### src/rtl/vec_pkg.sv
// Shared defaults, opcode map and sequencer state encoding for the vector issue sequencer.
package vec_pkg;

    localparam int DEF_BITS  = 8;
    localparam int DEF_ALUOP = 4;
    localparam int DEF_LANES = 4;

    localparam int OP_MOVE = 1;
    localparam int OP_ADD  = 2;
    localparam int OP_SUB  = 3;
    localparam int OP_AND  = 4;
    localparam int OP_OR   = 5;
    localparam int OP_XOR  = 6;
    localparam int OP_SHL  = 7;
    localparam int OP_SHR  = 8;
    localparam int OP_ROL  = 9;
    localparam int OP_ROR  = 10;

    typedef enum logic [1:0] {
        IDLE  = 2'd0,
        ISSUE = 2'd1,
        DONE  = 2'd2
    } vecState_t;

endpackage

### src/rtl/vec_lane_mux.sv
// Picks the operands for one lane out of the registered source vectors; B can be
// broadcast from lane 0 for vector-scalar operations.
module vec_lane_mux #(
    parameter int BITS  = 8,
    parameter int LANES = 4,
    parameter int LEN_W = 3
) (
    input  logic [LANES*BITS-1:0] vecA,
    input  logic [LANES*BITS-1:0] vecB,
    input  logic                  scalar,
    input  logic [LEN_W-1:0]      laneIdx,
    output logic [BITS-1:0]       laneA,
    output logic [BITS-1:0]       laneB
);

    always_comb begin
        laneA = '0;
        laneB = '0;
        for (int i = 0; i < LANES; i++) begin
            if (laneIdx == LEN_W'(i)) begin
                laneA = vecA[i*BITS +: BITS];
                laneB = scalar ? vecB[BITS-1:0] : vecB[i*BITS +: BITS];
            end
        end
    end

endmodule

### src/rtl/vec_issue_seq.sv
// Serialises one vector instruction onto a shared single-lane ALU, one lane per cycle.
// Optional build macro VEC_SEQ_ILLEGAL_OP_EN rejects opcodes outside 1..10 with outErr.
module vec_issue_seq
    import vec_pkg::*;
#(
    parameter int BITS  = DEF_BITS,
    parameter int ALUOP = DEF_ALUOP,
    parameter int LANES = DEF_LANES
) (
    input  logic                        clk,
    input  logic                        rstN,
    input  logic                        inValid,
    output logic                        inReady,
    input  logic [ALUOP-1:0]            inOp,
    input  logic [LANES*BITS-1:0]       inVecA,
    input  logic [LANES*BITS-1:0]       inVecB,
    input  logic                        inScalar,
    input  logic [$clog2(LANES):0]      inLen,
    output logic [ALUOP-1:0]            aluOP,
    output logic [BITS-1:0]             vectorA,
    output logic [BITS-1:0]             vectorB,
    input  logic [BITS-1:0]             aluResult,
    output logic                        outValid,
    input  logic                        outReady,
    output logic [LANES*BITS-1:0]       outVec,
    output logic [LANES-1:0]            outMask,
    output logic                        outErr,
    output logic [1:0]                  dbgState
);

    localparam int LEN_W = $clog2(LANES) + 1;

    // Handshakes: a transfer happens on a rising edge where valid && ready are both high;
    // valid never depends on ready, and the producer holds its payload until the transfer.

    vecState_t state, stateNext;

    logic                  readyArm;
    logic [ALUOP-1:0]      opReg;
    logic [LANES*BITS-1:0] aReg;
    logic [LANES*BITS-1:0] bReg;
    logic                  scalarReg;
    logic [LEN_W-1:0]      lenReg;
    logic [LEN_W-1:0]      laneIdx;
    logic [LANES*BITS-1:0] vecReg;
    logic [LANES-1:0]      maskReg;
    logic [LEN_W-1:0]      lenClamped;
    logic                  opIllegal;
    logic                  accept;
    logic                  lastLane;
    logic [BITS-1:0]       laneA;
    logic [BITS-1:0]       laneB;

    assign lenClamped = (inLen > LEN_W'(LANES)) ? LEN_W'(LANES) : inLen;
    assign inReady    = (state == IDLE) && readyArm;
    assign accept     = inValid && inReady;
    assign lastLane   = (laneIdx == (lenReg - LEN_W'(1)));

`ifdef VEC_SEQ_ILLEGAL_OP_EN
    logic errReg;
    assign opIllegal = (inOp < ALUOP'(OP_MOVE)) || (inOp > ALUOP'(OP_ROR));
    assign outErr    = errReg;

    always_ff @(posedge clk or negedge rstN) begin
        if (!rstN) begin
            errReg <= 1'b0;
        end else if (accept) begin
            errReg <= opIllegal;
        end
    end
`else
    assign opIllegal = 1'b0;
    assign outErr    = 1'b0;
`endif

    always_ff @(posedge clk or negedge rstN) begin
        if (!rstN) begin
            state <= IDLE;
        end else begin
            state <= stateNext;
        end
    end

    always_comb begin
        stateNext = state;
        case (state)
            IDLE: begin
                if (accept) begin
                    if (opIllegal || (lenClamped == '0)) begin
                        stateNext = DONE;
                    end else begin
                        stateNext = ISSUE;
                    end
                end
            end
            ISSUE: begin
                if (lastLane) begin
                    stateNext = DONE;
                end
            end
            DONE: begin
                if (outReady) begin
                    stateNext = IDLE;
                end
            end
            default: stateNext = IDLE;
        endcase
    end

    // readyArm keeps inReady low until the first edge after reset release.
    always_ff @(posedge clk or negedge rstN) begin
        if (!rstN) begin
            readyArm  <= 1'b0;
            opReg     <= '0;
            aReg      <= '0;
            bReg      <= '0;
            scalarReg <= 1'b0;
            lenReg    <= '0;
            laneIdx   <= '0;
            vecReg    <= '0;
            maskReg   <= '0;
        end else begin
            readyArm <= 1'b1;
            if (accept) begin
                opReg     <= inOp;
                aReg      <= inVecA;
                bReg      <= inVecB;
                scalarReg <= inScalar;
                lenReg    <= lenClamped;
                laneIdx   <= '0;
                vecReg    <= '0;
                maskReg   <= '0;
            end else if (state == ISSUE) begin
                for (int i = 0; i < LANES; i++) begin
                    if (laneIdx == LEN_W'(i)) begin
                        vecReg[i*BITS +: BITS] <= aluResult;
                        maskReg[i]             <= 1'b1;
                    end
                end
                laneIdx <= laneIdx + LEN_W'(1);
            end
        end
    end

    vec_lane_mux #(
        .BITS  (BITS),
        .LANES (LANES),
        .LEN_W (LEN_W)
    ) uLaneMux (
        .vecA    (aReg),
        .vecB    (bReg),
        .scalar  (scalarReg),
        .laneIdx (laneIdx),
        .laneA   (laneA),
        .laneB   (laneB)
    );

    assign aluOP    = (state == ISSUE) ? opReg : '0;
    assign vectorA  = (state == ISSUE) ? laneA : '0;
    assign vectorB  = (state == ISSUE) ? laneB : '0;
    assign outValid = (state == DONE);
    assign outVec   = vecReg;
    assign outMask  = maskReg;
    assign dbgState = state;

endmodule

### config.mk
export PLATFORM = sky130hd
export DESIGN_NAME = vec_issue_seq
export DESIGN_NICKNAME = d
export VERILOG_FILES = /design/src/rtl/vec_pkg.sv /design/src/rtl/vec_lane_mux.sv /design/src/rtl/vec_issue_seq.sv
export SDC_FILE = /design/constraint.sdc
export NUM_CORES = 1
export LEC_CHECK = 0
export ABC_CLOCK_PERIOD_IN_PS = 2200
export BUFFER_PORTS_ARGS = -buffer_cell sky130_fd_sc_hd__buf_2
export CAP_MARGIN = 40
export CORE_AREA = 2 2 130 145
export CTS_BUF_LIST = sky130_fd_sc_hd__clkbuf_16
export DETAILED_ROUTE_END_ITERATION = 6
export DIE_AREA = 0 0 132 147
export GPL_TIMING_DRIVEN = 0
export PLACE_DENSITY = 0.55
export RECOVER_POWER = 50
export SLEW_MARGIN = 15
export SYNTH_ARGS = -nofsm -noshare
export SYNTH_HDL_FRONTEND = slang
export SYNTH_SLANG_ARGS = --single-unit
### constraint.sdc
create_clock -name clk -period 2.2 [get_ports clk]
set_input_delay 0.33 -clock clk [delete_from_list [all_inputs] [get_ports clk]]
set_output_delay 0.33 -clock clk [all_outputs]
set_load 0.005 [all_outputs]
Yosys cells after proc, flatten, opt, wreduce, memory -nomap -nowiden
Cells that the tools add are included.
- bits of input ports: 84
- word-level logic and storage cells: 77
- register bits: 114
- equal/unequal tests: 9
- magnitude comparators: 1
- add/subtract/negate cells: 2
- multiplexer cells: 34
- reductions and logical operators: 15
- operators by type and width (cell ; count):
    8-bit 2-to-1 mux ; 17
    32-bit 2-to-1 mux ; 2
    4-bit 2-to-1 mux ; 3
    2-bit nonzero test ; 5
    3-bit 2-to-1 mux ; 3
    2-bit 2-to-1 mux ; 4
    2-bit AND reduction ; 4
    3-bit by 2-bit equality test with 1-bit output, second input constant ; 2
    3-bit logical NOT ; 2
    2-bit case mux with 3 select lines ; 1
    1-bit 2-to-1 mux ; 4
    2-bit != test, second input constant ; 2
    3-bit by 1-bit adder with 3-bit output, second input constant ; 1
    3-bit by 1-bit equality test with 1-bit output, second input constant ; 1
    3-bit equality test ; 1
    3-bit greater-than comparator, second input constant ; 1
    3-bit AND reduction ; 1
    3-bit by 1-bit subtractor with 3-bit output, second input constant ; 1
    2-bit by 1-bit equality test with 1-bit output, second input constant ; 1
    2-bit equality test, second input constant ; 1
    1-bit logical AND ; 2
    2-bit logical NOT ; 1
    2-bit by 1-bit != test with 1-bit output, second input constant ; 1

Depth between registers and ports, before layout
Gate-level depths: netlist of run 1.
- word-level depth: 6
- depth in mapped cells: 7
- gate-level depth less buffers: 5

Modules after synthesis
A second synthesis of run 1 with hierarchy kept.
- cell total of the unflattened synthesis: 436
- area, all modules: 5420.2 um^2
- modules (own cells, without submodules) (module ; times used ; cells an instance ; area an instance (um^2) ; seq. area each (um^2)):
    vec_issue_seq ; 1 ; 350 ; 4760.8 ; 2852.7
    vec_lane_mux ; 1 ; 86 ; 659.4 ; 0.0

Worst setup path before layout of run 1
OpenSTA, ideal clock, no wires.
- path kind: reg2out
- start point: register laneIdx[2]
- end point: output port vectorA[0]
- arrival time: 1.673 ns
- path buffers: 1
- setup slack: 0.197 ns
- stages on the path, launching flop included: 7
- path through: dfrtp_1 -> clkinv_1 -> ha_1 -> clkbuf_1 -> nor2_1 -> o221ai_1 -> a21oi_1
- word-level cells in the longest chain between the ends: 6
- elaborated cells between the ends (all ways): 9
- ends and longest elaborated chain (what ; line ; text):
    start, declared ; vec_issue_seq.sv:44 ; logic [LEN_W-1:0] laneIdx;
    start signal, assigned ; vec_issue_seq.sv:140 ; laneIdx <= laneIdx + LEN_W'(1);
    3-bit logical NOT ; vec_lane_mux.sv:20 ; if (laneIdx == LEN_W'(i)) begin
    8-bit 2-to-1 mux (3 in series) ; vec_lane_mux.sv:20 ;
    8-bit 2-to-1 mux (*) ; vec_lane_mux.sv:20 ;
    8-bit 2-to-1 mux (*) ; vec_issue_seq.sv:159 ; assign vectorA = (state == ISSUE) ? laneA : '0;
    end, declared ; vec_issue_seq.sv:20 ; output logic [BITS-1:0] vectorA,
Mark *: on every way between the ends. The rest lies on a longest branch, timed or not.

Worst setup path after layout of run 1
- start point: register laneIdx[1]
- end point: output port vectorB[5]
- word-level cells in the longest chain between the ends: 6
- elaborated cells between the ends (all ways): 9
- ends and longest elaborated chain (what ; line ; text):
    3-bit logical NOT ; vec_lane_mux.sv:20 ;
    8-bit 2-to-1 mux (3 in series) ; vec_lane_mux.sv:20 ;
    8-bit 2-to-1 mux (*) ; vec_lane_mux.sv:20 ;
    8-bit 2-to-1 mux (*) ; vec_issue_seq.sv:160 ; assign vectorB = (state == ISSUE) ? laneB : '0;
    end, declared ; vec_issue_seq.sv:21 ; output logic [BITS-1:0] vectorB,
Marked as above.

==> results of run 1 <==
==> worst register-to-register path, cell delays in order, from the launching register on <==
cell      delay [ps]
dfrtp_2          440
inv_2             70
ha_2             160
buf_6            120
buf_4            140
nor4bb_1         220
buf_2            350
mux2i_1          230
nor2_1            60
==> repair_timing <==
action,in CTS,in global routing
endpoints found under the hold margin,59,0
endpoints found under the setup margin,21,20
hold buffers,1,0
resized for setup,62,38
setup buffers,6,6
pin swaps,8,13
==> path summary, 6_finish.rpt <==
check | startpoint | cells after the start | slack (ps) | end
setup / recovery | laneIdx[1]$_DFFE_PN0P_ | 6 | -360 | vectorB[5]
hold / removal | inScalar | 3 | 130 | scalarReg$_DFFE_PN0P_
setup reg to reg | laneIdx[1]$_DFFE_PN0P_ | 8 | 300 | outVec[8]$_DFFE_PN0P_
hold reg to reg | opReg[2]$_DFFE_PN0P_ | 1 | 480 | opReg[2]$_DFFE_PN0P_
max in group asynchronous | rstN | 3 | 270 | laneIdx[1]$_DFFE_PN0P_
min in group asynchronous | rstN | 2 | 820 | outVec[18]$_DFFE_PN0P_
==> layer usage <==
layer / wire [µm] / GRT usage [%]
met1: 6610 / 20.5
met2: 7700 / 27.4
met3: 863 / 5.62
met4: 192 / 4.57
met5: 21 / 0
==> power groups by stage <==
stage	combinational, mW	clock [mW]	sequential, mW
2_1_floorplan	2.45	0	3.57
6_report	4.41	2.84	3.73
5_1_grt	4.83	3.00	3.87
4_1_cts	4.17	2.89	3.71
3_3_place_gp	3.61	0	3.67
3_5_place_dp	3.71	0	3.71
==> placed cells by master (no fill, tap or decap), drive strengths merged, types with 2 or more instances in the layout <==
cell,instances
buf,172
a211o,7
and3b,8
mux2i,24
bufinv,3
clkinvlp,4
nand3,8
and2,4
nand2,22
o21ai,10
dfrtp,114
xnor2,2
nand2b,3
nand3b,3
clkbuf,32
nor3,9
ha,6
o221ai,8
conb,2
nor4bb,4
or3b,7
a21oi,19
mux2,70
nor2,32
inv,12
clkinv,6
o31ai,2
nor2b,2
a21o,8
a31oi,7
o22ai,8
==> state kept, by name, indices dropped and copies added, names as in the netlist <==
signal	count
aReg	32
bReg	32
dbgState	2
laneIdx	3
lenReg	3
opReg	4
outMask	4
outVec	32
readyArm	1
scalarReg	1
==> metrics by stage <==
| step | TNS [ps] | util [%] | power (mW) |
|---|---|---|---|
| 2_1_floorplan | 0 | - | 6.02 |
| 3_3_place_gp | -77950 | 35.0 | 7.28 |
| 3_5_place_dp | -9070 | 35.1 | 7.42 |
| 4_1_cts | -4370 | 40.0 | 10.8 |
| 5_1_grt | -5590 | 40.8 | 11.7 |
| 6_report | -3380 | 40.8 | 11.0 |
==> final cells by class <==
class                      instances  area share [%]
tap                              243            4.14
inverter                          10           0.715
sequential                       114            38.9
multi-input combinational        284            33.0
clock buffer                      17            5.79
buffer                            31            3.52
antenna                            1          0.0341
timing repair buffer             157            11.4
clock inverter                    15            2.49
==> kinds of logic after synthesis <==
group | after synthesis | synth area share [%]
compound gates | 74 | 9.27
xor+xnor | 3 | 0.782
fa+ha+maj | 6 | 1.42
buf+inv | 41 | 4.24
flops | 114 | 54.0
mux | 94 | 19.5
other cells | 2 | 0.142
simple gates | 105 | 10.6
==> results.cfg, run 1 <==
[run_status]
status = finished with violations
violations = capacitance limit, slew limit, setup timing

[power]
power_frac_clock_pct = 25.9
power.internal_mw = 7.18
switching_share_pct = 34.5
seq_power_share_pct = 34.0
ir_worst_vdd_mv = 0.667
p_per_area_mw_per_mm2 = 1490
leakagePower_nw = 3.41
power_switching_mw = 3.79
pwr-share-comb_pct = 40.2

[yosys]
syn-mean-instance-area_um2 = 12.0
synthTopCellsByArea = dfrtp_1, mux2_2, mux2i_1
yosysTopAreaCell = dfrtp_1
seq_area_frac_synth_pct = 54.0
synth_top_area_share_pct = 54.0
synth.distinct_cells = 41
synth_nets = 529
synth-async-reset-ratio_pct = 100
postSynthCellCount = 439
ys_ff_latch = 114
syn-cell-area_mm2 = 0.00528
ys_warn_count = 0
synth_commonest_cells = dfrtp_1, mux2_2, nor2_1
synthFlopType = dfrtp_1
synthMostInstantiatedCell = dfrtp_1
synth-edff-count = 0

[timing]
tightestPinTransition_ps = 1510
slew_viol_final = 60
grt_setup_unrepaired = yes
setup_violations = 16
fin_crit_sh_pct = 116
setup_ws_ps = -357
finalHoldViolations = 0
slew_headroom_pct = -0.980
worst_hold_slack_ps = 129
fin_crit_ps = 2560
clock_skew_ps = 7.10
max_clock_freq_mhz = 391

[cells_and_area]
drive_above_1_share_pct = 52.4
nNetsFinal = 705
final-seq-area_mm2 = 0.00286
fillerInstances = 1810
syn_to_final_growth_pct = 39.2
multi_input_area_mm2 = 0.00243
finalNonFillerCells = 872
postLayoutCellArea_mm2 = 0.00735

[route]
drc = 0
drt_pass1_iterations = 4
routed_via_density = 4.72
via_count = 4112
final_antenna_net_count = 0
initialDrtViolationCount = 161
wl_mm = 15.4
routedWlPerCell_um = 17.6

[clocking]
clk_pin_slew_worst_paths_ps = 60
cts_max_path_buffers = 2
numCtsBuffers = 17
tritoncts = built
cts_root_buf = clkbuf_16
clock_latency_ps = 420
tritoncts_num_sinks = 114
htreeDepth = 4

[worst_setup_path]
path_class = register to output pin
cp-end-kind = output pin
required_ps = 1870
max_stage_delay_ps = 640
cp_max_fo = 7
path_buf_inv = 2
crit_chain = buf_6 -> ha_4 -> or4b_4 -> o21ai_4 -> nor3_2 -> buf_2
critPathArrivalTime_ps = 2230
cp-start-kind = register
crit_family = simple AND/OR/NAND/NOR gates
critPathSlowestCell = or4b_4

[floorplan]
die_w_um = 132
ios = 145
start_util_pct = 29.3
core-area_mm2 = 0.0180
die-area_mm2 = 0.0194
fp-row-count = 52
die_height_um = 147

[grt]
grt_max_degree = 61
grt_pass1_wl_mm = 24.2
antenna_found_initial = 3
grt_overflow = 0
grt_pass1_vias = 4271
track_usage_pct = 16.5

[placement]
placed_cell_area_mm2 = 0.00633
finalWeightedCongestion = 0.755
dp_hpwl_mm = 11.0
pre_cts_ws_ps = -753
port_buffers = 143
dpl.cell_count = 826

[run]
maxCapViolations = 1

[min_path]
hp-class = primary input to register
Note: power is estimated with default switching activity, not from simulation.
==> run 2: changes to the inputs <==
- CTS_BUF_LIST: sky130_fd_sc_hd__clkbuf_16 -> sky130_fd_sc_hd__clkbuf_8
==> results.cfg, run 2 (synthesized netlist as in run 1, its figures left out) <==
[timing]
fin_crit_sh_pct = 118
setup_violations = 16
worst_hold_slack_ps = 105
finalHoldViolations = 0
setup_ws_ps = -390
slew_headroom_pct = -0.414
fin_crit_ps = 2590
slew_viol_final = 60
max_clock_freq_mhz = 386
clock_skew_ps = 8.83
grt_setup_unrepaired = yes
tightestPinTransition_ps = 1510

[grt]
grt_max_degree = 61
grt_pass1_vias = 4263
track_usage_pct = 16.3
grt_pass1_wl_mm = 23.9
grt_overflow = 0
antenna_found_initial = 3

[power]
seq_power_share_pct = 36.6
p_per_area_mw_per_mm2 = 1420
pwr-share-comb_pct = 43.0
power_switching_mw = 3.67
leakagePower_nw = 3.30
power_frac_clock_pct = 20.4
power.internal_mw = 6.49
switching_share_pct = 36.1
finalPower_mw = 10.2
ir_worst_vdd_mv = 0.562

[min_path]
hold_depth = 3
hp-class = primary input to register

[clocking]
clk_pin_slew_worst_paths_ps = 70
tritoncts_num_sinks = 114
tritoncts = built
clock_latency_ps = 440
numCtsBuffers = 17
htreeDepth = 4
cts_max_path_buffers = 2
cts_root_buf = clkbuf_8

[cells_and_area]
final_common_cell = buf_2
layout_common_cells = buf_2, dfrtp_1, mux2_2
fillerInstances = 1840
final-seq-area_mm2 = 0.00286
syn_to_final_growth_pct = 35.1
multi_input_area_mm2 = 0.00244
utilization_pct = 39.6
nNetsFinal = 702
drive_above_1_share_pct = 52.0

[floorplan]
start_util_pct = 29.3
core-area_mm2 = 0.0180
die_height_um = 147
die-area_mm2 = 0.0194
ios = 145
fp-row-count = 52
die_w_um = 132

[route]
drc = 0
routedWlPerCell_um = 17.4
via_count = 4094
final_antenna_net_count = 0
wl_mm = 15.1
drt_pass1_iterations = 4
initialDrtViolationCount = 130
routed_via_density = 4.71

[worst_setup_path]
required_ps = 1870
cp_max_fo = 7
path_class = register to output pin
reg2reg_depth = 5
cp-end-kind = output pin
critPathArrivalTime_ps = 2260
cp-start-kind = register

[placement]
pre_cts_ws_ps = -753
dp_hpwl_mm = 11.0
finalWeightedCongestion = 0.755
port_buffers = 143

[run_status]
status = finished with violations
violations = capacitance limit, slew limit, setup timing

[run]
maxCapViolations = 1
## run 2: cell count changes in the layout (fill, tap and decap cells not counted), moves of 2 or more
cell,change
buf_4,-4
clkbuf_8,+16
inv_4,+2
nor3_2,-2
clkbuf_16,-17
## run 2: worst paths after layout
check	end	slack (ps)	from
max	vectorB[5]	-390	laneIdx[1]$_DFFE_PN0P_
min	scalarReg$_DFFE_PN0P_	100	inScalar
max reg2reg	opReg[2]$_DFFE_PN0P_	310	dbgState[1]$_DFFE_PN0P_
min reg2reg	opReg[2]$_DFFE_PN0P_	480	opReg[2]$_DFFE_PN0P_
max in group asynchronous	laneIdx[2]$_DFFE_PN0P_	150	rstN
min in group asynchronous	outVec[10]$_DFFE_PN0P_	770	rstN
## run 2: per-layer routing
| metal | global-route usage [%] | vias to the layer above | share of wire, % |
|---|---|---|---|
| li1 | - | 1928 | - |
| met2 | 27.0 | 124 | 50 |
| met5 | 0 | - | 0.14 |
| met1 | 20.1 | 2014 | 43 |
| met3 | 5.28 | 24 | 5.8 |
| met4 | 5.16 | 4 | 1.6 |
## run 2: through the flow
stage          instance area, µm²  TNS (ps)  cells
5_1_grt                      7130    -15330    868
6_report                     7130     -3730    869
3_3_place_gp                 6300    -77950    825
4_1_cts                      7000     -4980    864
2_1_floorplan                5280         0    439
3_5_place_dp                 6330     -9070    826
## run 2: repair_timing
action,CTS,global route
hold endpoints to repair,59,0
resized for setup,60,39
setup buffers,5,4
gates cloned,0,0
endpoints found under the setup margin,21,20
hold buffers,1,0
pin swaps,7,13
## run 2: worst max-delay path, cell delays in order (launching register included)
cell and delay [ps]:
dfrtp_2 450, buf_6 140, ha_4 180, or4b_4 640
o21ai_4 220, nor3_4 60, buf_2 130
## run 2: power groups by stage
stage	Clock [mW]	Combinational, mW	Sequential, mW
floorplan	0	2.45	3.57
global placement	0	3.61	3.67
detailed placement	0	3.71	3.71
CTS	2.14	4.14	3.69
global route	2.23	4.79	3.86
finish	2.07	4.37	3.72
## run 2: area by class of cell
type                    instances  share of cell area [%]
plain buffers                  31                    3.58
inverters                      10                   0.631
clock buffers                  17                    3.28
diodes                          1                  0.0351
multi-input cells             284                    34.2
well taps                     243                    4.26
clock inverters                15                    2.56
flip-flops and latches        114                    40.0
repair buffers                154                    11.4
